<file path="src/rtl/predictor_history_table_if.sv">
// Fetch/check-stage bundle for the branch history table: lookup, update,
// clear request and the prediction/statistics returned by the table.
interface predictor_history_table_if #(
    parameter int ADDR_W = 11,
    parameter int STAT_W = 16
);
    logic              lookup_valid;
    logic [ADDR_W-1:0] lookup_addr;
    logic              predict_valid;
    logic              branch_taken;
    logic [ADDR_W-1:0] predict_addr;
    logic              update_valid;
    logic [ADDR_W-1:0] update_addr;
    logic              branch_result;
    logic              prediction_failed;
    logic              clear_req;
    logic              busy;
    logic [STAT_W-1:0] branch_count;
    logic [STAT_W-1:0] miss_count;

    modport master (
        output lookup_valid, lookup_addr,
        output update_valid, update_addr, branch_result, prediction_failed,
        output clear_req,
        input  predict_valid, branch_taken, predict_addr,
        input  busy, branch_count, miss_count
    );

    modport slave (
        input  lookup_valid, lookup_addr,
        input  update_valid, update_addr, branch_result, prediction_failed,
        input  clear_req,
        output predict_valid, branch_taken, predict_addr,
        output busy, branch_count, miss_count
    );
endinterface

</file>
<file path="src/rtl/predictor_history_table.sv">
// Branch history table of 2-bit saturating counters with registered
// prediction, same-cycle update bypass, miss statistics and sequenced clear.
//
//   state    | meaning
//   ---------+-----------------------------------------------------------
//   ST_IDLE  | lookups predicted from the table, updates train entries
//   ST_CLEAR | one entry per cycle reset to CNT_INIT, updates dropped
module predictor_history_table #(
    parameter int         ADDR_W   = 11,
    parameter int         INDEX_W  = 4,
    parameter logic [1:0] CNT_INIT = 2'b01,
    parameter int         STAT_W   = 16
) (
    input logic                      clk,
    input logic                      reset,
    predictor_history_table_if.slave bus
);
    localparam int ENTRIES = 1 << INDEX_W;

    typedef enum logic {
        ST_IDLE,
        ST_CLEAR
    } state_t;

    state_t             state_q, state_d;
    logic [INDEX_W-1:0] ptr_q, ptr_d;
    logic               clear_we;

    logic [1:0]         table_q [ENTRIES];
    logic [1:0]         table_d [ENTRIES];

    logic               predict_valid_q, predict_valid_d;
    logic               branch_taken_q, branch_taken_d;
    logic [ADDR_W-1:0]  predict_addr_q, predict_addr_d;
    logic [STAT_W-1:0]  branch_count_q, branch_count_d;
    logic [STAT_W-1:0]  miss_count_q, miss_count_d;

    logic [INDEX_W-1:0] lk_idx;
    logic [INDEX_W-1:0] up_idx;
    logic [1:0]         up_cur;
    logic [1:0]         up_next;
    logic               upd_accept;

    assign lk_idx     = bus.lookup_addr[INDEX_W-1:0];
    assign up_idx     = bus.update_addr[INDEX_W-1:0];
    assign upd_accept = (state_q == ST_IDLE) && bus.update_valid;

    // Entries are untagged, so the upper address bits never influence the table.
    logic unused_update_addr_hi;
    assign unused_update_addr_hi = ^bus.update_addr[ADDR_W-1:INDEX_W];

    always_comb begin
        up_cur  = table_q[up_idx];
        up_next = up_cur;
        if (bus.branch_result) begin
            if (up_cur != 2'b11) up_next = up_cur + 2'd1;
        end else begin
            if (up_cur != 2'b00) up_next = up_cur - 2'd1;
        end
    end

    always_comb begin
        state_d  = state_q;
        ptr_d    = ptr_q;
        clear_we = 1'b0;
        case (state_q)
            ST_IDLE: begin
                if (bus.clear_req) begin
                    state_d = ST_CLEAR;
                    ptr_d   = '0;
                end
            end
            ST_CLEAR: begin
                clear_we = 1'b1;
                if (ptr_q == INDEX_W'(ENTRIES - 1)) begin
                    state_d = ST_IDLE;
                end else begin
                    ptr_d = ptr_q + 1'b1;
                end
            end
            default: state_d = ST_IDLE;
        endcase
    end

    // An update in the clear_req cycle still lands; the clear then overwrites it.
    always_comb begin
        table_d = table_q;
        if (upd_accept) table_d[up_idx] = up_next;
        if (clear_we)   table_d[ptr_q]  = CNT_INIT;
    end

    always_comb begin
        predict_valid_d = bus.lookup_valid;
        predict_addr_d  = predict_addr_q;
        branch_taken_d  = branch_taken_q;
        if (bus.lookup_valid) begin
            predict_addr_d = bus.lookup_addr;
            if (state_q == ST_CLEAR) begin
                branch_taken_d = 1'b0;
            end else if (upd_accept && (up_idx == lk_idx)) begin
                branch_taken_d = up_next[1];
            end else begin
                branch_taken_d = table_q[lk_idx][1];
            end
        end
    end

    always_comb begin
        branch_count_d = branch_count_q;
        miss_count_d   = miss_count_q;
        if (upd_accept) begin
            if (branch_count_q != '1) branch_count_d = branch_count_q + 1'b1;
            if (bus.prediction_failed && (miss_count_q != '1)) begin
                miss_count_d = miss_count_q + 1'b1;
            end
        end
    end

    always_ff @(posedge clk) begin
        if (reset) begin
            state_q         <= ST_IDLE;
            ptr_q           <= '0;
            predict_valid_q <= 1'b0;
            branch_taken_q  <= 1'b0;
            predict_addr_q  <= '0;
            branch_count_q  <= '0;
            miss_count_q    <= '0;
            for (int i = 0; i < ENTRIES; i++) table_q[i] <= CNT_INIT;
        end else begin
            state_q         <= state_d;
            ptr_q           <= ptr_d;
            predict_valid_q <= predict_valid_d;
            branch_taken_q  <= branch_taken_d;
            predict_addr_q  <= predict_addr_d;
            branch_count_q  <= branch_count_d;
            miss_count_q    <= miss_count_d;
            table_q         <= table_d;
        end
    end

    assign bus.predict_valid = predict_valid_q;
    assign bus.branch_taken  = branch_taken_q;
    assign bus.predict_addr  = predict_addr_q;
    assign bus.busy          = (state_q == ST_CLEAR);
    assign bus.branch_count  = branch_count_q;
    assign bus.miss_count    = miss_count_q;
endmodule

</file>
<file path="src/flat_wrapper.sv">
// flat-port wrapper written by rule: the top's interface ports become plain ports
module predictor_history_table_flat 
#(
    parameter int         ADDR_W   = 11,
    parameter int         INDEX_W  = 4,
    parameter logic [1:0] CNT_INIT = 2'b01,
    parameter int         STAT_W   = 16
)
  (clk, reset, bus_lookup_valid, bus_lookup_addr, bus_update_valid, bus_update_addr, bus_branch_result, bus_prediction_failed, bus_clear_req, bus_predict_valid, bus_branch_taken, bus_predict_addr, bus_busy, bus_branch_count, bus_miss_count);
  predictor_history_table_if #(.ADDR_W(ADDR_W), .STAT_W(STAT_W)) bus_i ();
  input logic clk;
  input logic reset;
  input wire logic [$bits(bus_i.lookup_valid)-1:0] bus_lookup_valid;
  input wire logic [$bits(bus_i.lookup_addr)-1:0] bus_lookup_addr;
  input wire logic [$bits(bus_i.update_valid)-1:0] bus_update_valid;
  input wire logic [$bits(bus_i.update_addr)-1:0] bus_update_addr;
  input wire logic [$bits(bus_i.branch_result)-1:0] bus_branch_result;
  input wire logic [$bits(bus_i.prediction_failed)-1:0] bus_prediction_failed;
  input wire logic [$bits(bus_i.clear_req)-1:0] bus_clear_req;
  output wire logic [$bits(bus_i.predict_valid)-1:0] bus_predict_valid;
  output wire logic [$bits(bus_i.branch_taken)-1:0] bus_branch_taken;
  output wire logic [$bits(bus_i.predict_addr)-1:0] bus_predict_addr;
  output wire logic [$bits(bus_i.busy)-1:0] bus_busy;
  output wire logic [$bits(bus_i.branch_count)-1:0] bus_branch_count;
  output wire logic [$bits(bus_i.miss_count)-1:0] bus_miss_count;
  assign bus_i.lookup_valid = bus_lookup_valid;
  assign bus_i.lookup_addr = bus_lookup_addr;
  assign bus_i.update_valid = bus_update_valid;
  assign bus_i.update_addr = bus_update_addr;
  assign bus_i.branch_result = bus_branch_result;
  assign bus_i.prediction_failed = bus_prediction_failed;
  assign bus_i.clear_req = bus_clear_req;
  assign bus_predict_valid = bus_i.predict_valid;
  assign bus_branch_taken = bus_i.branch_taken;
  assign bus_predict_addr = bus_i.predict_addr;
  assign bus_busy = bus_i.busy;
  assign bus_branch_count = bus_i.branch_count;
  assign bus_miss_count = bus_i.miss_count;
  predictor_history_table #(.ADDR_W(ADDR_W), .INDEX_W(INDEX_W), .CNT_INIT(CNT_INIT), .STAT_W(STAT_W)) u_core (.clk(clk), .reset(reset), .bus(bus_i));
endmodule
</file>
<file path="config.mk">
export PLATFORM = sky130hd
export DESIGN_NAME = predictor_history_table_flat
export DESIGN_NICKNAME = d
export VERILOG_FILES = /design/src/rtl/predictor_history_table_if.sv /design/src/rtl/predictor_history_table.sv /design/src/flat_wrapper.sv
export SDC_FILE = /design/constraint.sdc
export NUM_CORES = 1
export LEC_CHECK = 0
export CORE_MARGIN = 2
export CORE_UTILIZATION = 55
export DETAILED_ROUTE_END_ITERATION = 16
export PLACE_DENSITY = 0.83
export SYNTH_ARGS = -nofsm -noshare
export SYNTH_HDL_FRONTEND = slang
export SYNTH_SLANG_ARGS = --single-unit
</file>
<file path="constraint.sdc">
create_clock -name clk -period 4.1 [get_ports clk]
set_clock_uncertainty 0.05 [all_clocks]
set_input_delay 0.82 -clock clk [delete_from_list [all_inputs] [get_ports clk]]
set_output_delay 0.82 -clock clk [all_outputs]
set_load 0.01 [all_outputs]
</file>
==> reports/results.tsv, run 1 <==
stage	metric	value	unit
die	die area	0.00826	mm²
critical_path	critical path arrival	3.42	ns
sta	Tmin final	3.26	ns
clock_network	CTS H-Tree Depth	3	
placed_design	DP Area	0.00487	mm²
critical_path	Critical path origin	bus_update_addr[0]	
clock_network	Reg clk slew, reported paths	0.09	ns
routing	highest routed layer	met4	
clock_network	CTS Buf Count	9	
logic_synthesis	Cell Area, Synth	0.00415	mm²
routing	overall routed net length	10.0	mm
clock_network	CTS tree	built	
global_routing	GRT Overall Usage	25.1	%
critical_path	Critical Path Sink Type	flop	
layout	diodes inserted	0	
hold_path	hold_sp	u_core.table_q[11]	
die	die width	90.9	µm
die	starting density of the core	56.9	%
logic_synthesis	top cell type's share of synthesized area	39.5	%
die	I/O pin total	75	
logic_synthesis	dominant cells by area after synthesis	dfxtp_1, mux4_2, nand2_1	
logic_synthesis	asr flop ratio synth	0	%
placed_design	Port Buf Inserts	67	
die	Core Rows	31	
critical_path	FF-to-FF Start	u_core.bus.busy	
global_routing	initial antenna violation count	0	
routing	drt drc	0	
hold_path	Min-Delay Path Class	reg2reg	
routing	Wirelength per Cell	16.5	µm
layout	fin nets	542	
routing	DR WL met3	809	µm
critical_path	CP delay by family, top	buffers and inverters	
placed_design	dpl hpwl	7.18	mm
global_routing	total congestion overflow	0	
layout	Area growth syn-to-layout	21.7	%
global_routing	vias in the first global route	3531	
status	outcome	finished, final reports clean	
sta	Final Hold Viols	0	
logic_synthesis	ys flop type	dfxtp_1	
routing	DRT Pass-1 Iters	5	
clock_network	postcts setup bufs	0	
global_routing	first-pass GRT wire length	16.9	mm
clock_network	clk sinks	82	
critical_path	Critical Path Start Type	primary input	
routing	met1 wire length	4.33	mm
critical_path	Critical path buffers and inverters	1	
die	Die Y	90.9	µm
job	maxcap violations	0	
logic_synthesis	yosys warns	0	
sta	Final setup viols	0	
routing	met2 wire len	4.75	mm
sta	Setup TNS	0	ns
clock_network	Clock Path Buffers	2	
sta	final slew viol count	0	
logic_synthesis	Netlist cell types	46	
clock_network	worst skew pair latency	0.36	ns
layout	fin area	0.00505	mm²
logic_synthesis	Synth Net Count	483	
power	Leakage	1.93	nW
placed_design	Final Wtd Congestion	0.914	
layout	share of layout cells above drive strength 1	8.41	%
critical_path	CP max stage delay	0.91	ns
global_routing	largest net degree at the start of global routing	36	
logic_synthesis	Seq cells post-synth	82	
logic_synthesis	Synth Instances	448	
critical_path	Worst Path Max Fanout	16	
layout	fillers	581	
sta	Peak Freq	307	MHz
routing	Post-DRT Antenna Nets	0	
logic_synthesis	Avg Cell Area, Syn	9.27	µm²
clock_network	CTS Hold Buffers Added	0	
die	area of the core	0.00729	mm²
logic_synthesis	count leader, synth	dfxtp_1	
routing	1st-iter DRT viols	280	
sta	RSZ-0062 raised after global routing	false	
logic_synthesis	register area share after synthesis	39.5	%
critical_path	CP required	4.26	ns
critical_path	CP Cell Sequence	clkdlybuf4s50_1, mux4_1, nand2_1, and4_1, maj3_2, o211ai_1	
power	VDD IR max	170	µV
sta	period utilization	79.5	%
clock_network	CTS-repair resized insts	0	
logic_synthesis	commonest cells in the synthesized netlist	dfxtp_1, nand2_1, nor2_1	
clock_network	CTS Root Cell	clkbuf_8	
sta	Worst-Margin Slew	0.941	ns
routing	vias	3676	
routing	Via density	6.03	
logic_synthesis	post-synth top area cell	dfxtp_1	
sta	slew margin rel.	37.2	%
logic_synthesis	Post-synth EDFFs	0	
power	PD cells	309	mW/mm²
critical_path	slowest stage cell, crit path	clkdlybuf4s50_1	
critical_path	Crit Path Category	in2reg	
==> layout by cell type (no fill, tap or decap), drive strengths merged, types with 6 or more instances in the layout <==
| cell type | Yosys | routed |
|---|---|---|
| a211oi | 8 | 8 |
| a21oi | 9 | 9 |
| a31oi | 12 | 12 |
| and4 | 10 | 10 |
| clkbuf | 14 | 11 |
| clkdlybuf4s50 | 0 | 66 |
| dfxtp | 82 | 82 |
| ha | 6 | 6 |
| inv | 9 | 9 |
| mux2i | 13 | 13 |
| mux4 | 13 | 13 |
| nand2 | 52 | 52 |
| nand2b | 11 | 11 |
| nand3 | 23 | 23 |
| nand4 | 6 | 6 |
| nor2 | 50 | 50 |
| nor2b | 7 | 7 |
| o211a | 8 | 8 |
| o211ai | 20 | 20 |
| o21ai | 6 | 6 |
| o31ai | 7 | 7 |
| xnor2 | 16 | 16 |
| xor2 | 13 | 13 |
==> final cells by class <==
cell class,instances,area (µm²),area share [%]
clock buffer,11,131,2.60
tap,99,124,2.45
clock inverter,4,53.8,1.06
inverter,9,33.8,0.668
timing repair buffer,71,696,13.8
multi-input combinational,334,2370,47.0
sequential,82,1640,32.5
==> metrics by stage <==
step                      hold slack, ns  std cells  setup WS, ns  util [%]  power (mW)
after floorplan                    0.390        448          1.53         -       0.945
after global placement             0.403        595         0.568      66.8        1.01
after detailed placement           0.414        595         0.482      66.8        1.02
after CTS                          0.434        610         0.868      69.3        1.57
after global routing               0.460        610         0.704      69.3        1.62
final                              0.434        610         0.841      69.3        1.56
==> power by group <==
part / leakage (nW) / internal, mW / switching [mW] / total, mW
logic: 1.18 / 0.0772 / 0.0938 / 0.171
clock network: 0.0856 / 0.280 / 0.284 / 0.563
registers: 0.665 / 0.812 / 0.0165 / 0.829
==> worst min-delay path: stages, from the launching register on <==
cell and delay, ns:
dfxtp_1 0.33, nand3_1 0.06, o31ai_1 0.06
==> final timing paths <==
check / slack [ns] / to / depth (start not counted)
setup / recovery: 0.84 / u_core.table_q[20] / 6
hold / removal: 0.43 / u_core.table_q[11] / 2
setup reg to reg: 1.74 / u_core.bus.branch_count[12] / 5
hold reg to reg: 0.43 / u_core.table_q[11] / 2
==> routing by layer <==
| layer | vias up | track usage [%] |
|---|---|---|
| met5 | - | 0 |
| met4 | 0 | 8.71 |
| met3 | 17 | 6.59 |
| met2 | 159 | 41.9 |
| met1 | 1738 | 31.6 |
| li1 | 1762 | - |
==> state kept, by name, indices dropped and copies added, names as in the netlist <==
register / cells
u_core.bus.branch_taken: 1
u_core.bus.predict_addr: 11
u_core.ptr_q: 4
u_core.bus.busy: 1
u_core.table_q: 32
u_core.bus.miss_count: 16
u_core.bus.predict_valid: 1
u_core.bus.branch_count: 16
==> cells by family (layout without fill, tap and decap cells) <==
family          Yosys count  in the layout  share of synthesized area (%)
simple gates            187            187                           22.3
compound gates           83             83                           15.8
flops                    82             82                           39.5
buf+inv                  32             95                           3.28
xor+xnor                 29             29                           6.12
mux                      26             26                           10.4
fa+ha+maj                 9              9                           2.59
(Power assumes the default switching activity.)
==> run 2: changes to the inputs <==
--- a/config.mk
+++ b/config.mk
@@ -6,9 +6,9 @@
 export NUM_CORES = 1
 export LEC_CHECK = 0
 export CORE_MARGIN = 2
-export CORE_UTILIZATION = 55
+export CORE_UTILIZATION = 48
 export DETAILED_ROUTE_END_ITERATION = 16
-export PLACE_DENSITY = 0.83
+export PLACE_DENSITY = 0.77
 export SYNTH_ARGS = -nofsm -noshare
 export SYNTH_HDL_FRONTEND = slang
 export SYNTH_SLANG_ARGS = --single-unit
==> constraint.sdc (replaced) <==
create_clock -name clk -period 2.7 [get_ports clk]
set_clock_uncertainty 0.05 [all_clocks]
set_input_delay 0.54 -clock clk [delete_from_list [all_inputs] [get_ports clk]]
set_output_delay 0.54 -clock clk [all_outputs]
set_load 0.01 [all_outputs]
==> run 2 against run 1 <==
Against the previous run: cell count rose by 3.6%; sequential cell count stayed put; first-iteration DRC count shrank 20%; combinational power grew 67%; critical path type unchanged; critical path depth increased by 1; clock power up 61%; sequential power increased by 51%; global-route usage fell by 3.7 points; utilization fell by 6.4 points.
==> reports/results.tsv, run 2 (synthesized netlist as in run 1, its figures left out) <==
stage	metric	value	unit
global_routing	GRT Overall Usage	21.4	%
sta	Worst-Margin Slew	0.577	ns
layout	fillers	688	
power	switching power total	621	µW
die	I/O pin total	75	
critical_path	CP delay by family, top	buffers and inverters	
critical_path	CP max stage delay	0.56	ns
die	Core Rows	33	
critical_path	CP required	2.87	ns
routing	1st-iter DRT viols	224	
critical_path	critical path arrival	2.75	ns
die	die area	0.00941	mm²
die	starting density of the core	50.0	%
sta	Tmin final	2.58	ns
power	Tot Pwr	2.44	mW
die	Die Y	97.0	µm
die	area of the core	0.00830	mm²
critical_path	Crit Path Category	in2reg	
critical_path	Critical Path Sink Type	flop	
placed_design	Final Wtd Congestion	0.876	
global_routing	largest net degree at the start of global routing	44	
power	Logic pwr share	11.7	%
layout	Largest Register	u_core.table_q	
clock_network	clk sinks	82	
critical_path	CP Cell Sequence	clkdlybuf4s50_1, buf_12, mux4_1, nand2_1, and4_1, maj3_2, o211ai_1	
sta	Final WS setup	0.117	ns
routing	DR WL met3	731	µm
clock_network	CTS tree	built	
clock_network	postcts setup bufs	0	
sta	RSZ-0062 raised after global routing	false	
power	clock share of power	37.1	%
clock_network	CTS-repair resized insts	0	
layout	Area growth syn-to-layout	25.7	%
clock_network	CTS Root Cell	clkbuf_8	
power	PD cells	468	mW/mm²
routing	met2 wire len	4.67	mm
clock_network	CTS Buf Count	9	
hold_path	Min-Delay Path Class	reg2reg	
critical_path	Worst Path Max Fanout	16	
routing	drt drc	0	
clock_network	CTS H-Tree Depth	3	
layout	share of layout cells above drive strength 1	11.6	%
sta	slew margin rel.	60.5	%
power	Switching Share	25.4	%
clock_network	Clock Path Buffers	2	
global_routing	first-pass GRT wire length	16.8	mm
routing	Post-DRT Antenna Nets	0	
global_routing	vias in the first global route	3406	
status	outcome	finished, final reports clean	
critical_path	slowest stage cell, crit path	mux4_1	
power	cell-internal power	1.82	mW
clock_network	worst skew pair latency	0.35	ns
clock_network	Reg clk slew, reported paths	0.08	ns
critical_path	Critical path buffers and inverters	2	
routing	vias	3640	
sta	Final Hold Viols	0	
power	VDD IR max	234	µV
routing	highest routed layer	met4	
die	die width	97.0	µm
sta	final hold slack	0.429	ns
power	Leakage	2.03	nW
critical_path	Critical Path Start Type	primary input	
placed_design	dpl ws	-0.255	ns
sta	Final setup viols	0	
sta	final slew viol count	0	
sta	period utilization	95.7	%
routing	Via density	5.76	
routing	met1 wire length	4.42	mm
placed_design	Port Buf Inserts	67	
layout	diodes inserted	0	
layout	commonest non-fill, non-tap cells in the layout	dfxtp_1, clkdlybuf4s50_1, nand2_1, nor2_1, nand3_1	
placed_design	dpl hpwl	7.28	mm
routing	overall routed net length	9.93	mm
sta	Setup TNS	0	ns
clock_network	CTS Hold Buffers Added	0	
global_routing	initial antenna violation count	0	
layout	leading cell type in the layout, fill and taps excluded	dfxtp_1	
job	maxcap violations	0	
layout	max reg flops	32	
layout	fin nets	557	
global_routing	total congestion overflow	0	
sta	Peak Freq	387	MHz
routing	DRT Pass-1 Iters	4	
power	Reg power frac	51.2	%
routing	Wirelength per Cell	15.7	µm
run 2: worst paths after layout:
check        cells past startpoint  slack, ns                  to          startpoint
max                              7       0.12  u_core.table_q[26]  bus_update_addr[0]
min                              2       0.43   u_core.table_q[2]   u_core.table_q[2]
max reg2reg                      5       0.68  u_core.table_q[26]  u_core.table_q[29]
min reg2reg                      2       0.43   u_core.table_q[2]   u_core.table_q[2]
run 2: final cells by class:
| type | instances | area [µm²] | area share (%) |
|---|---|---|---|
| sequential | 82 | 1640 | 31.5 |
| clock inverter | 6 | 66.3 | 1.27 |
| clock buffer | 10 | 138 | 2.64 |
| timing repair buffer | 86 | 833 | 16.0 |
| tap | 105 | 131 | 2.52 |
| multi-input combinational | 334 | 2370 | 45.5 |
| inverter | 9 | 33.8 | 0.647 |
run 2: through the flow:
step,util [%],std cells,cell area [µm²]
final,62.9,632,5220
after global routing,62.9,632,5220
after CTS,62.9,632,5220
after detailed placement,60.4,616,5010
after global placement,60.4,616,5010
after floorplan,-,448,4150
run 2: per-layer routing:
metal,GRT usage [%],vias up
li1,-,1788
met1,28.3,1719
met2,34.3,122
met3,5.49,11
met4,7.04,0
met5,0,-
run 2: tightest hold or removal path: cells and delay by family, from the launching register on:
| family | cells | cell delay [ns] |
|---|---|---|
| flip-flops | 1 | 0.33 |
| AND/OR/NAND/NOR | 1 | 0.06 |
| AO/OA/AOI/OAI | 1 | 0.06 |
run 2: power by group through the flow:
stage	registers, mW	clock network [mW]	logic (mW)
2_1_floorplan	1.28	0	0.152
3_3_place_gp	1.28	0	0.279
3_5_place_dp	1.28	0	0.284
4_1_cts	1.25	0.925	0.286
5_1_grt	1.26	0.975	0.309
6_report	1.25	0.906	0.286
==> run 3: changes to the inputs <==
--- a/config.mk
+++ b/config.mk
@@ -5,10 +5,11 @@
 export SDC_FILE = /design/constraint.sdc
 export NUM_CORES = 1
 export LEC_CHECK = 0
+export ABC_CLOCK_PERIOD_IN_PS = 2500
 export CORE_MARGIN = 2
-export CORE_UTILIZATION = 48
+export CORE_UTILIZATION = 53
 export DETAILED_ROUTE_END_ITERATION = 16
-export PLACE_DENSITY = 0.77
+export PLACE_DENSITY = 0.81
 export SYNTH_ARGS = -nofsm -noshare
 export SYNTH_HDL_FRONTEND = slang
 export SYNTH_SLANG_ARGS = --single-unit
==> constraint.sdc (replaced) <==
create_clock -name clk -period 2.5 [get_ports clk]
set_clock_uncertainty 0.05 [all_clocks]
set_input_delay 0.375 -clock clk [delete_from_list [all_inputs] [get_ports clk]]
set_output_delay 0.375 -clock clk [all_outputs]
set_load 0.01 [all_outputs]
==> run 3 against run 2 <==
Against the previous run: utilization increased by 5.5 points; hold slack got worse by 0.0011 ns; combinational power increased by 10%; highest routed layer unchanged; register-to-register slack got worse by 0.12 ns; critical path depth unchanged; cell count decreased by 0.63%.
==> reports/results.tsv, run 3 (synthesized netlist as in run 1, its figures left out) <==
stage	metric	value	unit
critical_path	Critical Path Start Type	primary input	
layout	Largest Register	u_core.table_q	
clock_network	worst skew pair latency	0.35	ns
critical_path	Critical path origin	bus_update_addr[0]	
layout	Area growth syn-to-layout	25.9	%
routing	Via density	5.88	
critical_path	Worst Path Max Fanout	13	
clock_network	CTS Buf Count	9	
critical_path	FF-to-FF Start	u_core.table_q[15]	
critical_path	CP max stage delay	0.56	ns
routing	Post-DRT Antenna Nets	0	
layout	max reg flops	32	
power	VDD IR max	353	µV
routing	highest routed layer	met4	
die	I/O pin total	75	
placed_design	Final Wtd Congestion	0.869	
routing	drt drc	0	
critical_path	Critical path buffers and inverters	2	
critical_path	CP Cell Sequence	clkdlybuf4s50_1, buf_12, mux4_1, nand2_1, nand4_1, maj3_2, o211a_1	
routing	met2 wire len	4.77	mm
die	die area	0.00856	mm²
critical_path	critical path arrival	2.55	ns
layout	area occupied by multi-input gates	0.00238	mm²
clock_network	clk sinks	82	
clock_network	CTS H-Tree Depth	3	
placed_design	dpl hpwl	7.24	mm
critical_path	Critical Path Sink Type	flop	
layout	commonest non-fill, non-tap cells in the layout	dfxtp_1, clkdlybuf4s50_1, nand2_1, nor2_1, nand3_1	
routing	vias	3692	
power	PD cells	518	mW/mm²
die	starting density of the core	54.3	%
routing	Wirelength per Cell	15.9	µm
global_routing	vias in the first global route	3616	
routing	met1 wire length	4.49	mm
sta	Worst-Margin Slew	0.724	ns
job	maxcap violations	0	
hold_path	Min-Delay Path Class	reg2reg	
global_routing	first-pass GRT wire length	16.9	mm
sta	Final Hold Viols	0	
global_routing	initial antenna violation count	0	
critical_path	Crit Path Category	in2reg	
sta	Final setup viols	0	
die	Core Rows	32	
routing	DRT Pass-1 Iters	4	
layout	diodes inserted	0	
sta	final hold slack	0.427	ns
layout	fin cells	628	
critical_path	slowest stage cell, crit path	mux4_1	
hold_path	hold_sp	u_core.table_q[10]	
clock_network	CTS Hold Buffers Added	0	
placed_design	Post-Place Cells	613	
critical_path	CP required	2.70	ns
layout	share of layout cells above drive strength 1	11.4	%
global_routing	largest net degree at the start of global routing	41	
sta	Tmin final	2.35	ns
critical_path	reg2reg setup slack	0.56	ns
clock_network	CTS Root Cell	clkbuf_8	
layout	leading cell type in the layout, fill and taps excluded	dfxtp_1	
routing	1st-iter DRT viols	194	
layout	fillers	570	
sta	final slew viol count	0	
power	Leakage	2.04	nW
status	outcome	finished, final reports clean	
placed_design	Port Buf Inserts	67	
die	Die Y	92.5	µm
critical_path	CP delay by family, top	buffers and inverters	
layout	Reg area	0.00164	mm²
sta	slew margin rel.	51.8	%
global_routing	GRT Overall Usage	24.2	%
routing	DR WL met3	595	µm
clock_network	Clock Path Buffers	2	
global_routing	total congestion overflow	0	
sta	Peak Freq	426	MHz
sta	period utilization	94.0	%
die	area of the core	0.00765	mm²
sta	RSZ-0062 raised after global routing	false	
clock_network	Reg clk slew, reported paths	0.08	ns
clock_network	CTS tree	built	
routing	overall routed net length	10.0	mm
layout	fin nets	557	
die	die width	92.5	µm
[run 3: per-stage QoR]
stage / cell area (µm²) / util [%] / setup TNS (ns) / setup slack [ns] / power (mW)
after global routing: 5230 / 68.4 / 0 / 0.0695 / 2.82
after floorplan: 4150 / - / 0 / 0.375 / 1.55
final: 5230 / 68.4 / 0 / 0.151 / 2.71
after global placement: 5010 / 65.5 / -4.25 / -0.213 / 1.68
after CTS: 5230 / 68.4 / 0 / 0.0495 / 2.73
after detailed placement: 5010 / 65.5 / -5.73 / -0.295 / 1.69
[run 3: where the power goes]
group	switching, mW	internal [mW]
Sequential	0.0194	1.33
Clock	0.462	0.583
Combinational	0.167	0.148
Total	0.648	2.06
[run 3: cell type report]
| type | instances | share of cell area (%) |
|---|---|---|
| Clock buffer | 10 | 2.63 |
| Clock inverter | 5 | 1.51 |
| Inverter | 9 | 0.646 |
| Multi-Input combinational cell | 334 | 45.5 |
| Sequential cell | 82 | 31.4 |
| Tap cell | 102 | 2.44 |
| Timing Repair Buffer | 86 | 15.9 |
[run 3: what timing repair did]
action	4_1_cts	5_1_grt
gates resized for setup	0	1
setup buffers	0	0
endpoints found under the setup margin	0	14
[run 3: path summary, 6_finish.rpt]
kind | end | cells past startpoint
setup reg to reg | u_core.table_q[31] | 5
hold / removal | u_core.table_q[10] | 2
hold reg to reg | u_core.table_q[10] | 2
setup / recovery | u_core.table_q[31] | 7
[run 3: worst min-delay path, cell delays in order (launching register included)]
cell      delay [ns]
dfxtp_1         0.33
nand2_1         0.06
o211ai_2        0.06
[run 3: per-layer routing]
layer | vias to the layer above | global-route usage (%)
li1 | 1788 | -
met1 | 1759 | 31.1
met2 | 127 | 40.6
met3 | 18 | 5.29
met4 | 0 | 7.84
met5 | - | 0
==> RTL edit 1, RTL diff (flow settings as in run 1) <==
`STAT_W` is set to 16 in 3 places; all go to 14.
--- a/src/rtl/predictor_history_table_if.sv
+++ b/src/rtl/predictor_history_table_if.sv
@@ -2,7 +2,7 @@
 // clear request and the prediction/statistics returned by the table.
 interface predictor_history_table_if #(
     parameter int ADDR_W = 11,
-    parameter int STAT_W = 16
+    parameter int STAT_W = 14
 );
     logic              lookup_valid;
     logic [ADDR_W-1:0] lookup_addr;
--- a/src/rtl/predictor_history_table.sv
+++ b/src/rtl/predictor_history_table.sv
@@ -9,7 +9,7 @@
     parameter int         ADDR_W   = 11,
     parameter int         INDEX_W  = 4,
     parameter logic [1:0] CNT_INIT = 2'b01,
-    parameter int         STAT_W   = 16
+    parameter int         STAT_W   = 14
 ) (
     input logic                      clk,
     input logic                      reset,
--- a/src/flat_wrapper.sv
+++ b/src/flat_wrapper.sv
@@ -4,7 +4,7 @@
     parameter int         ADDR_W   = 11,
     parameter int         INDEX_W  = 4,
     parameter logic [1:0] CNT_INIT = 2'b01,
-    parameter int         STAT_W   = 16
+    parameter int         STAT_W   = 14
 )
   (clk, reset, bus_lookup_valid, bus_lookup_addr, bus_update_valid, bus_update_addr, bus_branch_result, bus_prediction_failed, bus_clear_req, bus_predict_valid, bus_branch_taken, bus_predict_addr, bus_busy, bus_branch_count, bus_miss_count);
   predictor_history_table_if #(.ADDR_W(ADDR_W), .STAT_W(STAT_W)) bus_i ();
Interface: changed (resized bus_branch_count and bus_miss_count); port bits go from 75 to 71. The function was not compared with the original's and may differ.
==> RTL edit 1 against run 1 <==
- count of clock-buffer cells in the layout did not move
- setup slack improved by 0.0046 ns
- combinational power is 4% higher
- routed wire length down 1.2%
- final area shrank 2.6%
- worst hold slack got worse by 0.0071 ns
- die area is 3.1% lower
- sequential share of layout area decreased by 0.74 points
- power up 0.28%
- global-route usage is 0.61 points higher
- area after synthesis is 3.2% lower
- largest power group unchanged
- sequential power decreased by 4.8%
- sequential cell count shrank 4
==> RTL edit 1: results (changes against run 1) <==
GRT
  – First-pass GRT wire length: 15.9 mm (was 16.9 mm)
  – Largest net degree at the start of global routing: 64 (was 36)
  – Vias in the first global route: 3399 (was 3531)
  – Tot GR Track Use: 25.8% (was 25.1%)

Cells and area
  – Num sequential: 78 (was 82)
  – Clk tree area frac: 4.25% (was 3.66%)
  – Final non-clock buffer share: 13.8% (about the same)
  – Sequential share of cell area: 31.7% (was 32.5%)
  – Layout net count: 532 (was 542)
  – Non-clock inverter count in the final layout: 7 (was 9)
  – #MultiIn Comb: 331 (was 334)

Placement
  – IO buf count: 63 (was 67)
  – Routability cong.: 0.825 (was 0.914)
  – HPWL Detailed: 6.85 mm (was 7.18 mm)
  – Placed Instances: 585 (was 595)

Logic synthesis
  – Distinct cells, synth: 51 (was 46)
  – Post-synthesis sequential area ratio: 38.9% (was 39.5%)
  – Dominant cells by area after synthesis: dfxtp_1 39%, mux4_2 5.6%, nand3_1 4.7%, nand2_1 4.7%, nor2_1 4.6% (was dfxtp_1 40%, mux4_2 6.0%, nand2_1 4.7%, nor2_1 4.5%, xnor2_1 3.4%)
  – Mapped Cells: 440 (was 448)
  – Synth top cells by count: 78 x dfxtp_1, 50 x nand2_1, 49 x nor2_1, 38 x nand3_1 (was 82 x dfxtp_1, 52 x nand2_1, 50 x nor2_1, 23 x nand3_1, 16 x xnor2_1)
  – Post-Synth Adder-Cell Area: 2.40% (was 2.59%)

Pwr
  – Leak: 1.80 nW (was 1.93 nW)
  – VDD IR max: 0.000184 V (was 0.000170 V)

Critical path
  – R2R cell count: 6 (was 5)
  – Arrival @ worst endpoint: 3.44 ns (was 3.42 ns)
  – Crit-path max FO: 11 (was 16)
  – Max incr delay on CP: 0.93 ns (was 0.91 ns)

Detailed routing
  – WL per Instance: 16.5 µm (about the same)
  – Total number of vias: 3630 (was 3676)
  – 1st-iter DRT viols: 236 (was 280)

Outcome
  – Status: finished clean (unchanged)
## RTL edit 1: worst paths after layout
check                               startpoint                            end  slack [ns]
hold reg to reg   u_core.table_q[4]$_SDFF_PP1_   u_core.table_q[4]$_SDFF_PP1_        0.43
setup reg to reg    u_core.bus.busy$_SDFF_PP0_  u_core.table_q[18]$_SDFF_PP1_        1.60
hold / removal    u_core.table_q[4]$_SDFF_PP1_   u_core.table_q[4]$_SDFF_PP1_        0.43
setup / recovery            bus_update_addr[0]  u_core.table_q[25]$_SDFF_PP0_        0.85
## RTL edit 1: cell families after synthesis
group                      after synthesis
DFF                                     78
adders and majority gates                8
and+or+nand+nor                        192
buffers and inverters                   31
muxes                                   26
xor gates and xnor gates                25
AOI/OAI and AO/OA                       80
## RTL edit 1: power by group
part	internal, W	switching (W)
clock network	0.000313	0.000288
logic	0.0000782	0.0000990
registers	0.000773	0.0000162
total	0.00116	0.000403
## RTL edit 1: worst register-to-register path: stages (launching register included)
cell      delay [ns]
dfxtp_1         0.64
nand2b_1        0.46
nor3b_1         0.66
buf_4           0.25
nand2_1         0.10
nand2_1         0.14
o211ai_2        0.08
## RTL edit 1: per-stage QoR
step | area (µm²) | total power, W
floorplan | 4020 | 0.000908
global placement | 4710 | 0.000976
detailed placement | 4710 | 0.000981
CTS | 4920 | 0.00158
global route | 4920 | 0.00162
finish | 4920 | 0.00157
## RTL edit 1: layer usage
metal | up-vias | track usage, % | wire (µm)
li1 | 1735 | - | -
met1 | 1739 | 33.7 | 4420
met2 | 136 | 42.1 | 4700
met3 | 20 | 3.60 | 615
met4 | 0 | 12.1 | 196
met5 | - | 0 | 0
==> RTL edit 2, RTL diff (settings of run 1) <==
Made on the original files. `predict_addr_q` no longer has a reset.
--- a/src/rtl/predictor_history_table.sv
+++ b/src/rtl/predictor_history_table.sv
@@ -122,7 +122,6 @@
             ptr_q           <= '0;
             predict_valid_q <= 1'b0;
             branch_taken_q  <= 1'b0;
-            predict_addr_q  <= '0;
             branch_count_q  <= '0;
             miss_count_q    <= '0;
             for (int i = 0; i < ENTRIES; i++) table_q[i] <= CNT_INIT;
@@ -131,11 +130,14 @@
             ptr_q           <= ptr_d;
             predict_valid_q <= predict_valid_d;
             branch_taken_q  <= branch_taken_d;
-            predict_addr_q  <= predict_addr_d;
             branch_count_q  <= branch_count_d;
             miss_count_q    <= miss_count_d;
             table_q         <= table_d;
         end
+    end
+
+    always_ff @(posedge clk) begin
+        predict_addr_q <= predict_addr_d;
     end
 
     assign bus.predict_valid = predict_valid_q;
Check against the original RTL: not equivalent (Yosys sat finds a counterexample within 4 cycles, from zero or initial values and one cycle with reset high).
==> RTL edit 2 against run 1 <==
- critical path depth increased by 1
- sequential cell count unchanged
- area after synthesis shrank 0.54%
- setup slack better by 0.14 ns
- via count is 1.7% higher
- power is 5.0% higher
- final area is 0.67% higher
- routed wire length rose by 3.2%
- critical path type unchanged
==> RTL edit 2: results (changes against run 1) <==
Pwr
  – Leak: 1.79 nW (was 1.93 nW)
  – VDD IR max: 0.000237 V (was 0.000170 V)
  – Sw Ratio: 26.7% (was 25.2%)
  – Clock share of power: 37.7% (was 36.0%)
  – Comb pwr share: 10.6% (was 10.9%)

Logic synthesis
  – Synth top cells by count: 71 x dfxtp_1, 46 x nand2_1, 40 x nand3_1, 36 x nor2_1, 17 x o31ai_1 (was 82 x dfxtp_1, 52 x nand2_1, 50 x nor2_1, 23 x nand3_1, 16 x xnor2_1)
  – Post-synthesis sequential area ratio: 42.4% (was 39.5%)
  – Post-synth EDFFs: 11 (was 0)
  – Syn_area_per_cell: 9.52 µm² (was 9.27 µm²)
  – Distinct cells, synth: 52 (was 46)
  – Mapped Cells: 434 (was 448)
  – Dominant cells by area after synthesis: dfxtp_1 34%, edfxtp_1 8.0%, mux4_2 6.5%, nand3_1 4.8%, nand2_1 4.2% (was dfxtp_1 40%, mux4_2 6.0%, nand2_1 4.7%, nor2_1 4.5%, xnor2_1 3.4%)
  – Asr flop ratio synth: 0% (unchanged)
  – Syn_nets: 469 (was 483)

Critical path
  – Worst reg2reg path endpoint: u_core.bus.branch_count[13]$_SDFFE_PP0P_ (was u_core.bus.branch_count[12]$_SDFFE_PP0P_)
  – Flop2flop setup slack: 1.71 ns (was 1.74 ns)
  – R2R cell count: 6 (was 5)

GRT
  – Met3 Resource Use GR: 5.26% (was 6.59%)
  – Tot GR Track Use: 25.7% (was 25.1%)
  – GR Layer Usage met1: 33.9% (was 31.6%)
  – Vias in the first global route: 3484 (was 3531)
  – Largest net degree at the start of global routing: 59 (was 36)
  – First-pass GRT wire length: 16.9 mm (about the same)
  – M2 GR Usage: 41.7% (was 41.9%)

Detailed routing
  – Top Metal Used: met4 (unchanged)
  – Met2 Wirelength: 4.94 mm (was 4.75 mm)
  – M1 WL: 4.40 mm (was 4.33 mm)
  – WL per Instance: 17.2 µm (was 16.5 µm)
  – 1st-iter DRT viols: 297 (was 280)
  – Via density: 6.22 (was 6.03)

Worst hold path
  – Min-Delay Path Class: reg -> reg (unchanged)

Placement
  – HPWL Detailed: 7.03 mm (was 7.18 mm)
  – Routability cong.: 0.854 (was 0.914)
  – Placed cell area: 4880 µm² (was 4870 µm²)

STA
  – Hold WS: 0.439 ns (was 0.434 ns)
  – Worst Max-Slew Pin Slew: 1.02 ns (was 0.941 ns)
  – Final worst slack: 0.977 ns (was 0.841 ns)

Cells and area
  – Signal buffers: 77 (was 71)
  – Sequential share of cell area: 34.4% (was 32.5%)
  – Fraction of layout cells with a size suffix above 1: 10.8% (was 8.41%)
  – Final non-filler cell total: 601 (was 610)
  – Num sequential: 82 (unchanged)
  – Clk tree area frac: 4.08% (was 3.66%)
  – Final non-clock buffer share: 14.6% (was 13.8%)
  – Layout net count: 532 (was 542)
  – CLK BUF: 9 (was 11)
  – Multi-input gate share of total cell area: 43.5% (was 47.0%)
  – Multi-input logic area: 2220 µm² (was 2370 µm²)

Outcome
  – Status: finished clean (unchanged)
## RTL edit 2: cell types whose count changed in the layout (fill, tap and decap cells not counted), moves of 8 or more
cell	change
mux2i_1	-11
nand2b_1	-8
edfxtp_1	+11
nand3_1	+17
o211a_1	-8
dfxtp_1	-11
o31ai_1	+10
nor2_1	-14
## RTL edit 2: cells by family after synthesis
logic type / Yosys count / synth area share, %
adder cells (fa/ha/maj): 8 / 2.33
buffers and inverters: 38 / 3.94
flip-flops: 82 / 42.4
multiplexers: 18 / 8.48
AO/OA/AOI/OAI: 83 / 15.7
AND/OR/NAND/NOR: 180 / 21.8
XOR/XNOR: 25 / 5.30
## RTL edit 2: critical path: stages
cell             delay (ns)
clkdlybuf4s50_1        0.65
buf_4                  0.27
mux4_2                 0.51
nand2_1                0.15
nand4_2                0.17
maj3_2                 0.54
o211ai_1               0.25
